[src/rtl/edge_pkg.sv]
// edge_pkg: shared state encoding, default width and length helper for edge_waveform_gen
package edge_pkg;
    typedef enum logic {ST_IDLE, ST_DRIVE} state_t;
    localparam int DEF_CNT_W = 8;
    function automatic int unsigned min_len1(input int unsigned n);
        return (n == 0) ? 32'd1 : n;
    endfunction
endpackage

[src/rtl/edge_waveform_gen_if.sv]
// edge_waveform_gen_if: command handshake plus generated waveform and status
//   cmd_valid/cmd_ready/cmd_level/cmd_len : command channel (source -> generator)
//   out_line/pose/nege/busy/done          : waveform and status (generator -> consumer)
interface edge_waveform_gen_if import edge_pkg::*; #(parameter int CNT_W = DEF_CNT_W);
    logic             cmd_valid;
    logic             cmd_ready;
    logic             cmd_level;
    logic [CNT_W-1:0] cmd_len;
    logic             out_line;
    logic             pose;
    logic             nege;
    logic             busy;
    logic             done;
    modport master(output cmd_valid, cmd_level, cmd_len, input cmd_ready, out_line, pose, nege, busy, done);
    modport slave(input cmd_valid, cmd_level, cmd_len, output cmd_ready, out_line, pose, nege, busy, done);
endinterface

[src/rtl/seg_counter.sv]
// seg_counter: loadable down-counter of remaining segment cycles
//   clk, rst : clock, sync active-high reset
//   load     : load load_val (has priority over en)
//   en       : decrement, saturating at 0
//   last     : remaining count is 1
module seg_counter #(parameter int CNT_W = 8) (
    input  logic             clk,
    input  logic             rst,
    input  logic             load,
    input  logic [CNT_W-1:0] load_val,
    input  logic             en,
    output logic             last
);
    logic [CNT_W-1:0] rem;
    assign last = rem == CNT_W'(1);
    always_ff @(posedge clk) begin
        if (rst) rem <= '0;
        else if (load) rem <= load_val;
        else if (en && rem != '0) rem <= rem - CNT_W'(1);
    end
endmodule

[src/rtl/edge_waveform_gen.sv]
// edge_waveform_gen: turns (level, length) commands into a timed waveform with edge flags
//   clk, rst : clock, sync active-high reset
//   bus      : slave side of edge_waveform_gen_if (command in, out_line/pose/nege/busy/done out)
module edge_waveform_gen import edge_pkg::*; #(
    parameter int   CNT_W      = DEF_CNT_W,
    parameter logic IDLE_LEVEL = 1'b0
) (
    input logic clk,
    input logic rst,
    edge_waveform_gen_if.slave bus
);
    state_t state, state_n;
    logic acc, last, seg_end;
    logic line, pose, nege, done;
    logic line_n, pose_n, nege_n, done_n;
    logic [CNT_W-1:0] len1;
    assign seg_end = state == ST_DRIVE && last;
    assign bus.cmd_ready = !rst && (state == ST_IDLE || seg_end);
    assign acc = bus.cmd_valid && bus.cmd_ready;
    assign len1 = CNT_W'(min_len1(32'(bus.cmd_len)));
    seg_counter #(.CNT_W(CNT_W)) u_cnt (
        .clk      (clk),
        .rst      (rst),
        .load     (acc),
        .load_val (len1),
        .en       (state == ST_DRIVE),
        .last     (last)
    );
    always_comb begin
        state_n = acc ? ST_DRIVE : seg_end ? ST_IDLE : state;
        line_n  = acc ? bus.cmd_level : line;
        pose_n  = line_n && !line;
        nege_n  = !line_n && line;
        // done only when a segment ends with nothing queued behind it
        done_n  = seg_end && !acc;
    end
    always_ff @(posedge clk) begin
        if (rst) begin
            state <= ST_IDLE;
            line  <= IDLE_LEVEL;
            pose  <= 1'b0;
            nege  <= 1'b0;
            done  <= 1'b0;
        end else begin
            state <= state_n;
            line  <= line_n;
            pose  <= pose_n;
            nege  <= nege_n;
            done  <= done_n;
        end
    end
    assign bus.out_line = line;
    assign bus.pose     = pose;
    assign bus.nege     = nege;
    assign bus.done     = done;
    assign bus.busy     = state == ST_DRIVE;
endmodule

[src/flat_wrapper.sv]
// flat-port wrapper written by rule: the top's interface ports become plain ports
module edge_waveform_gen_flat import edge_pkg::*;
#(
    parameter int   CNT_W      = DEF_CNT_W,
    parameter logic IDLE_LEVEL = 1'b0
)
  (clk, rst, bus_cmd_valid, bus_cmd_level, bus_cmd_len, bus_cmd_ready, bus_out_line, bus_pose, bus_nege, bus_busy, bus_done);
  edge_waveform_gen_if #(.CNT_W(CNT_W)) bus_i ();
  input logic clk;
  input logic rst;
  input wire logic [$bits(bus_i.cmd_valid)-1:0] bus_cmd_valid;
  input wire logic [$bits(bus_i.cmd_level)-1:0] bus_cmd_level;
  input wire logic [$bits(bus_i.cmd_len)-1:0] bus_cmd_len;
  output wire logic [$bits(bus_i.cmd_ready)-1:0] bus_cmd_ready;
  output wire logic [$bits(bus_i.out_line)-1:0] bus_out_line;
  output wire logic [$bits(bus_i.pose)-1:0] bus_pose;
  output wire logic [$bits(bus_i.nege)-1:0] bus_nege;
  output wire logic [$bits(bus_i.busy)-1:0] bus_busy;
  output wire logic [$bits(bus_i.done)-1:0] bus_done;
  assign bus_i.cmd_valid = bus_cmd_valid;
  assign bus_i.cmd_level = bus_cmd_level;
  assign bus_i.cmd_len = bus_cmd_len;
  assign bus_cmd_ready = bus_i.cmd_ready;
  assign bus_out_line = bus_i.out_line;
  assign bus_pose = bus_i.pose;
  assign bus_nege = bus_i.nege;
  assign bus_busy = bus_i.busy;
  assign bus_done = bus_i.done;
  edge_waveform_gen #(.CNT_W(CNT_W), .IDLE_LEVEL(IDLE_LEVEL)) u_core (.clk(clk), .rst(rst), .bus(bus_i));
endmodule
[config.mk]
export PLATFORM = sky130hd
export DESIGN_NAME = edge_waveform_gen_flat
export DESIGN_NICKNAME = d
export VERILOG_FILES = /design/src/rtl/edge_pkg.sv /design/src/rtl/edge_waveform_gen_if.sv /design/src/rtl/seg_counter.sv /design/src/rtl/edge_waveform_gen.sv /design/src/flat_wrapper.sv
export SDC_FILE = /design/constraint.sdc
export NUM_CORES = 1
export LEC_CHECK = 0
export CAP_MARGIN = 0
export CORE_MARGIN = 2
export CORE_UTILIZATION = 50
export DETAILED_ROUTE_END_ITERATION = 10
export GPL_TIMING_DRIVEN = 1
export PLACE_DENSITY = 0.85
export SLEW_MARGIN = 30
export SYNTH_ARGS = -nofsm -noshare
export SYNTH_HDL_FRONTEND = slang
export SYNTH_SLANG_ARGS = --single-unit
[constraint.sdc]
create_clock -name clk -period 3.1 [get_ports clk]
set_input_delay 0.31 -clock clk [delete_from_list [all_inputs] [get_ports clk]]
set_output_delay 0.31 -clock clk [all_outputs]
set_load 0.01 [all_outputs]
Yosys cells after proc, flatten, opt, wreduce, memory -nomap -nowiden:

Cells that the tools add are included.

* add/sub/neg operators: 1
* equality and inequality tests: 1
* mux-type cells: 6
* bitwise gates (word level): 1
* reduce and logical (&&, ||, !) cells: 16

Operators by type and width (number)
* two-way mux 8 bit: 3
* == test 8 x 1 -> 1 bit, second input constant: 1
* logical NOT 8 bit: 1
* nonzero test 8 bit: 1
* subtractor 8 x 1 -> 8 bit, second input constant: 1
* logical AND 1 bit: 7
* logical NOT 1 bit: 4
* nonzero test 2 bit: 2
* two-way mux 1 bit: 3
* logical OR 1 bit: 1
* inverter 1 bit: 1

* register bits after elaboration: 13
* input bits: 12
* output and inout port bits: 6
* logic and storage cells: 31

Depth between registers and ports, before layout:

* word-level depth: 8
* mapped depth: 8
* gate-level depth less buffers: 6

By module:

Synthesis repeated with hierarchy kept, for this count alone.

* cell total of the unflattened synthesis: 88
* area, all modules: 765.7 um^2

By module, submodules not included
* seg_counter: times used 1, cells each 59, area each 524.3 um^2, seq. area each 160.2 um^2
* edge_waveform_gen: times used 1, cells each 29, area each 241.5 um^2, seq. area each 100.1 um^2

Least setup slack after synthesis:

OpenSTA, ideal clock, no wires.

* kind: reg2reg
* start point: register u_core.u_cnt.rem[2]
* end point: register u_core.u_cnt.rem[6]
* library setup time: 141 ps
* arrival: 1687 ps
* data required time: 2959 ps
* setup slack: 1271 ps
* cell stages (with the launch flop): 8
* buffers on the path: 2
* clock period less this slack: 1829 ps
* cells stage by stage: dfxtp_1 -> nor4_4 -> a31oi_1 -> or3b_1 -> buf_6 -> buf_6 -> nor2_1 -> a211oi_2

* cells in the longest elaborated chain, start to end: 6
* elaborated cells between the ends (all ways): 11
* those cells by class: add/sub: 1; eq/ne: 1; mux: 2; reduce/logical: 7

RTL lines
* start: declaration: RTL line seg_counter.sv:14 `logic [CNT_W-1:0] rem;`
* start signal: assignment: RTL line seg_counter.sv:18 `else if (load) rem <= load_val;`
* start signal: assignment: RTL line seg_counter.sv:19 `else if (en && rem != '0) rem <= rem - CNT_W'(1);`
* parallel branches: the longest is 6 deep, another holds subtractor 8 x 1 -> 8 bit

Parallel ways; which one is timed is not known. The select of a mux whose other input is x is not followed.
A chain may end at the register's enable or synchronous reset.

Final worst setup path:

* start point: register u_core.u_cnt.rem[2]
* end point: output bus_cmd_ready

* cells in the longest elaborated chain, start to end: 4

RTL lines
* == test 8 x 1 -> 1 bit: RTL line seg_counter.sv:15 `assign last = rem == CNT_W'(1);`
* logical AND 1 bit: RTL line edge_waveform_gen.sv:17 `assign seg_end = state == ST_DRIVE && last;`
* logical OR 1 bit: RTL line edge_waveform_gen.sv:18 `assign bus.cmd_ready = !rst && (state == ST_IDLE || seg_end);`
* logical AND 1 bit: RTL line edge_waveform_gen.sv:18
* end: declaration: RTL line flat_wrapper.sv:14 `output wire logic [$bits(bus_i.cmd_ready)-1:0] bus_cmd_ready;`

Every way passes these cells.

==> results by group <==
Status
  – Outcome: finished clean

Final layout
  – Final nets: between 100 and 150
  – Area grow syn2layout: 26.5%
  – Commonest non-fill, non-tap cell in the layout: clkdlybuf4s50_1
  – # diodes: 0
  – Final std cells w/o fill: between 100 and 150
  – Finished Cell Area: ~940 um^2
  – Layout cell share with drive strength beyond 1: between 10% and 20%
  – Most frequent cells in the layout: 17 x clkdlybuf4s50_1, 14 x nor2_1, 13 x dfxtp_1

Timing
  – Fin crit share: 72.9%
  – Fin crit period: approximately 2.3 ns
  – RSZ-0062 raised after global routing: false
  – Max Freq: approximately 440 MHz
  – Slew headroom: about half
  – Final hold vios: 0
  – Setup TNS: 0 ns
  – Worst slew pin tran: slightly above 0.7 ns
  – Final slew viol count: 0
  – Worst Skew: roughly 0.00091 ns
  – Setup-failing EPs final: 0

Synthesis
  – Fraction of registers with async set/reset: 0%
  – Most used DFF post-synth: dfxtp_1
  – Synthesized Nets: 92
  – Register area share after synthesis: 35.1%
  – Synth unique cells: 26
  – EDFF count, synth: 0
  – Synthesized area: about 740 um^2
  – Yosys reg bits: 13
  – Synth Instances: 77
  – Ys Warns: 0
  – Mean Syn Cell Area: 9.62 um^2

Floorplan
  – # IOs: 18
  – Die ar.: ~1800 um^2
  – Core Box Area: between 1000 and 1500 um^2
  – Initial Utilization: a little over half
  – Row Count: 13
  – Die W: between 40 and 50 um
  – DIE HEIGHT: about 42 um

Clock tree
  – Num CTS Buffers: 3
  – Clock Root Buffer: clkbuf_4
  – Worst skew pair latency: 0.28 ns
  – Total clock sinks: 13
  – Reg clk slew, reported paths: ~0.080 ns
  – Post-CTS Hold Fix Bufs: 0
  – Htree depth: 1
  – CTS tree: yes
  – Post-CTS Setup Inserts: 0
  – CTS max path bufs: 2
  – Post-CTS Resized: 0

Critical path
  – Crit end category: output pin
  – CP startpoint: u_core.u_cnt.rem[2]$_SDFFE_PP0P_
  – Peak fanout along the critical path: 7
  – Kind of critical path: reg2out
  – Data required, critical path: 2.79 ns
  – CP arrival: approximately 2 ns
  – Worst R2R Path Depth: 5
  – CP Launch Type: flop
  – Setup crit end: bus_cmd_ready
  – R2R Setup Slk: about 0.85 ns
  – Reg2reg start: u_core.u_cnt.rem[2]$_SDFFE_PP0P_
  – RR Endpoint: u_core.u_cnt.rem[0]$_SDFFE_PP0P_

Global route
  – Initial antenna violation count: 0
  – GRT Total Usage: a little under a fifth
  – Grt ovf: 0
  – First-pass GRT wire length: approximately 2500 um
  – Largest net degree at the start of global routing: 19
  – Via count of the first global-routing pass: roughly 610

Placement
  – # port buffers: 17
  – Hpwl dp: roughly 1200 um
  – DP Cell Count: between 100 and 150
  – Placed Instance Area: 911 um^2
  – GP Congestion: approximately 0.76

Flow run
  – Max Cap Violations: 0

Power and ir drop
  – Static leakage: 0.348 nW
  – Pwr Density: roughly 510 nW/um^2
  – Worst vdd ir: roughly 0.33 mV

Drt
  – Post-route ant nets: 0
  – Vias: 630
  – DRT Wirelength: ~1500 um
  – Vias per inst: around 5.7
  – DRT iter0 DRCs: 10
  – DRT Pass-1 Iters: 4
  – Residual DRC: 0
  – DR WL/cell: ~14 um

Hold path
  – Worst Hold Class: reg2reg
[Yosys cell counts, types with 3 or more instances]
library cell / instances / share of area (%)
a211oi_2: 5 / 8.4
dfxtp_1: 13 / 35
ha_1: 3 / 5.1
inv_1: 4 / 2.0
mux2i_1: 5 / 6.8
nand2_1: 4 / 2.0
nand3_1: 3 / 2.0
nor2_1: 14 / 7.1
nor4_1: 3 / 2.5
[worst min path at each step]
| stage | endpoint | startpoint | depth (start not counted) |
|---|---|---|---|
| 6_report | u_core.bus.pose$_SDFF_PP0_ | u_core.bus.out_line$_SDFF_PP0_ | 1 |
| 5_1_grt | u_core.bus.pose$_SDFF_PP0_ | u_core.bus.out_line$_SDFF_PP0_ | 1 |
| 4_1_cts | u_core.bus.pose$_SDFF_PP0_ | u_core.bus.out_line$_SDFF_PP0_ | 1 |
| 3_5_place_dp | u_core.bus.pose$_SDFF_PP0_ | u_core.bus.out_line$_SDFF_PP0_ | 1 |
| 3_3_place_gp | u_core.bus.pose$_SDFF_PP0_ | u_core.bus.out_line$_SDFF_PP0_ | 1 |
| 2_1_floorplan | u_core.bus.nege$_SDFF_PP0_ | bus_cmd_level | 1 |
[state kept, by name, indices dropped and copies added (netlist names)]
signal               cells
u_core.bus.busy          1
u_core.bus.done          1
u_core.bus.nege          1
u_core.bus.out_line      1
u_core.bus.pose          1
u_core.u_cnt.rem         8
[layer usage]
metal | GRT usage (%) | share of wire (%) | wire, um | vias to the layer above
met3 | 1.29 | 3.7 | 57 | 5
met1 | 20.5 | 43 | 665 | 290
li1 | - | - | - | 317
met4 | 9.38 | 2.1 | 32 | 0
met2 | 35.1 | 51 | 785 | 18
met5 | 0 | 0 | 0 | -
[report_power, final]
group / leakage (nW) / internal (W) / total (W) / switching (W)
combinational: 0.226 / 0.0000830 / 0.000165 / 0.0000818
clock: 0.0150 / 0.0000499 / 0.000105 / 0.0000549
sequential: 0.107 / 0.000186 / 0.000209 / 0.0000233
[cell type report]
cell class | instances | area, um^2
Fill cell | 101 | 413
Tap cell | 15 | 18.8
Sequential cell | 13 | 260
Multi-Input combinational cell | 57 | 439
Inverter | 4 | 15.0
Timing Repair Buffer | 18 | 178
Clock buffer | 4 | 26.3
[cell families after synthesis]
group	share of synthesized area, %
XOR/XNOR	2.37
adder cells (fa/ha/maj)	5.07
multiplexers	8.28
buffers and inverters	5.57
AO/OA/AOI/OAI	16.2
AND/OR/NAND/NOR	27.4
flip-flops	35.1
[per-stage QoR]
| stage | utilization [%] | total power (W) | setup WS (ns) | hold slack [ns] |
|---|---|---|---|---|
| final | 69.4 | 0.000479 | 0.841 | 0.477 |
| after global routing | 69.4 | 0.000507 | 0.703 | 0.487 |
| after CTS | 69.4 | 0.000481 | 0.856 | 0.482 |
| after detailed placement | 67.5 | 0.000376 | 0.875 | 0.474 |
| after global placement | 67.5 | 0.000368 | 0.958 | 0.439 |
| after floorplan | - | 0.000330 | 1.27 | 0.380 |
[critical path, stage by stage, from the launching register on]
cell	delay, ns
dfxtp_1	0.38
nor4_4	0.42
a31oi_1	0.19
nor2_1	0.13
clkdlybuf4s50_1	0.55
(Power assumes the default switching activity.)
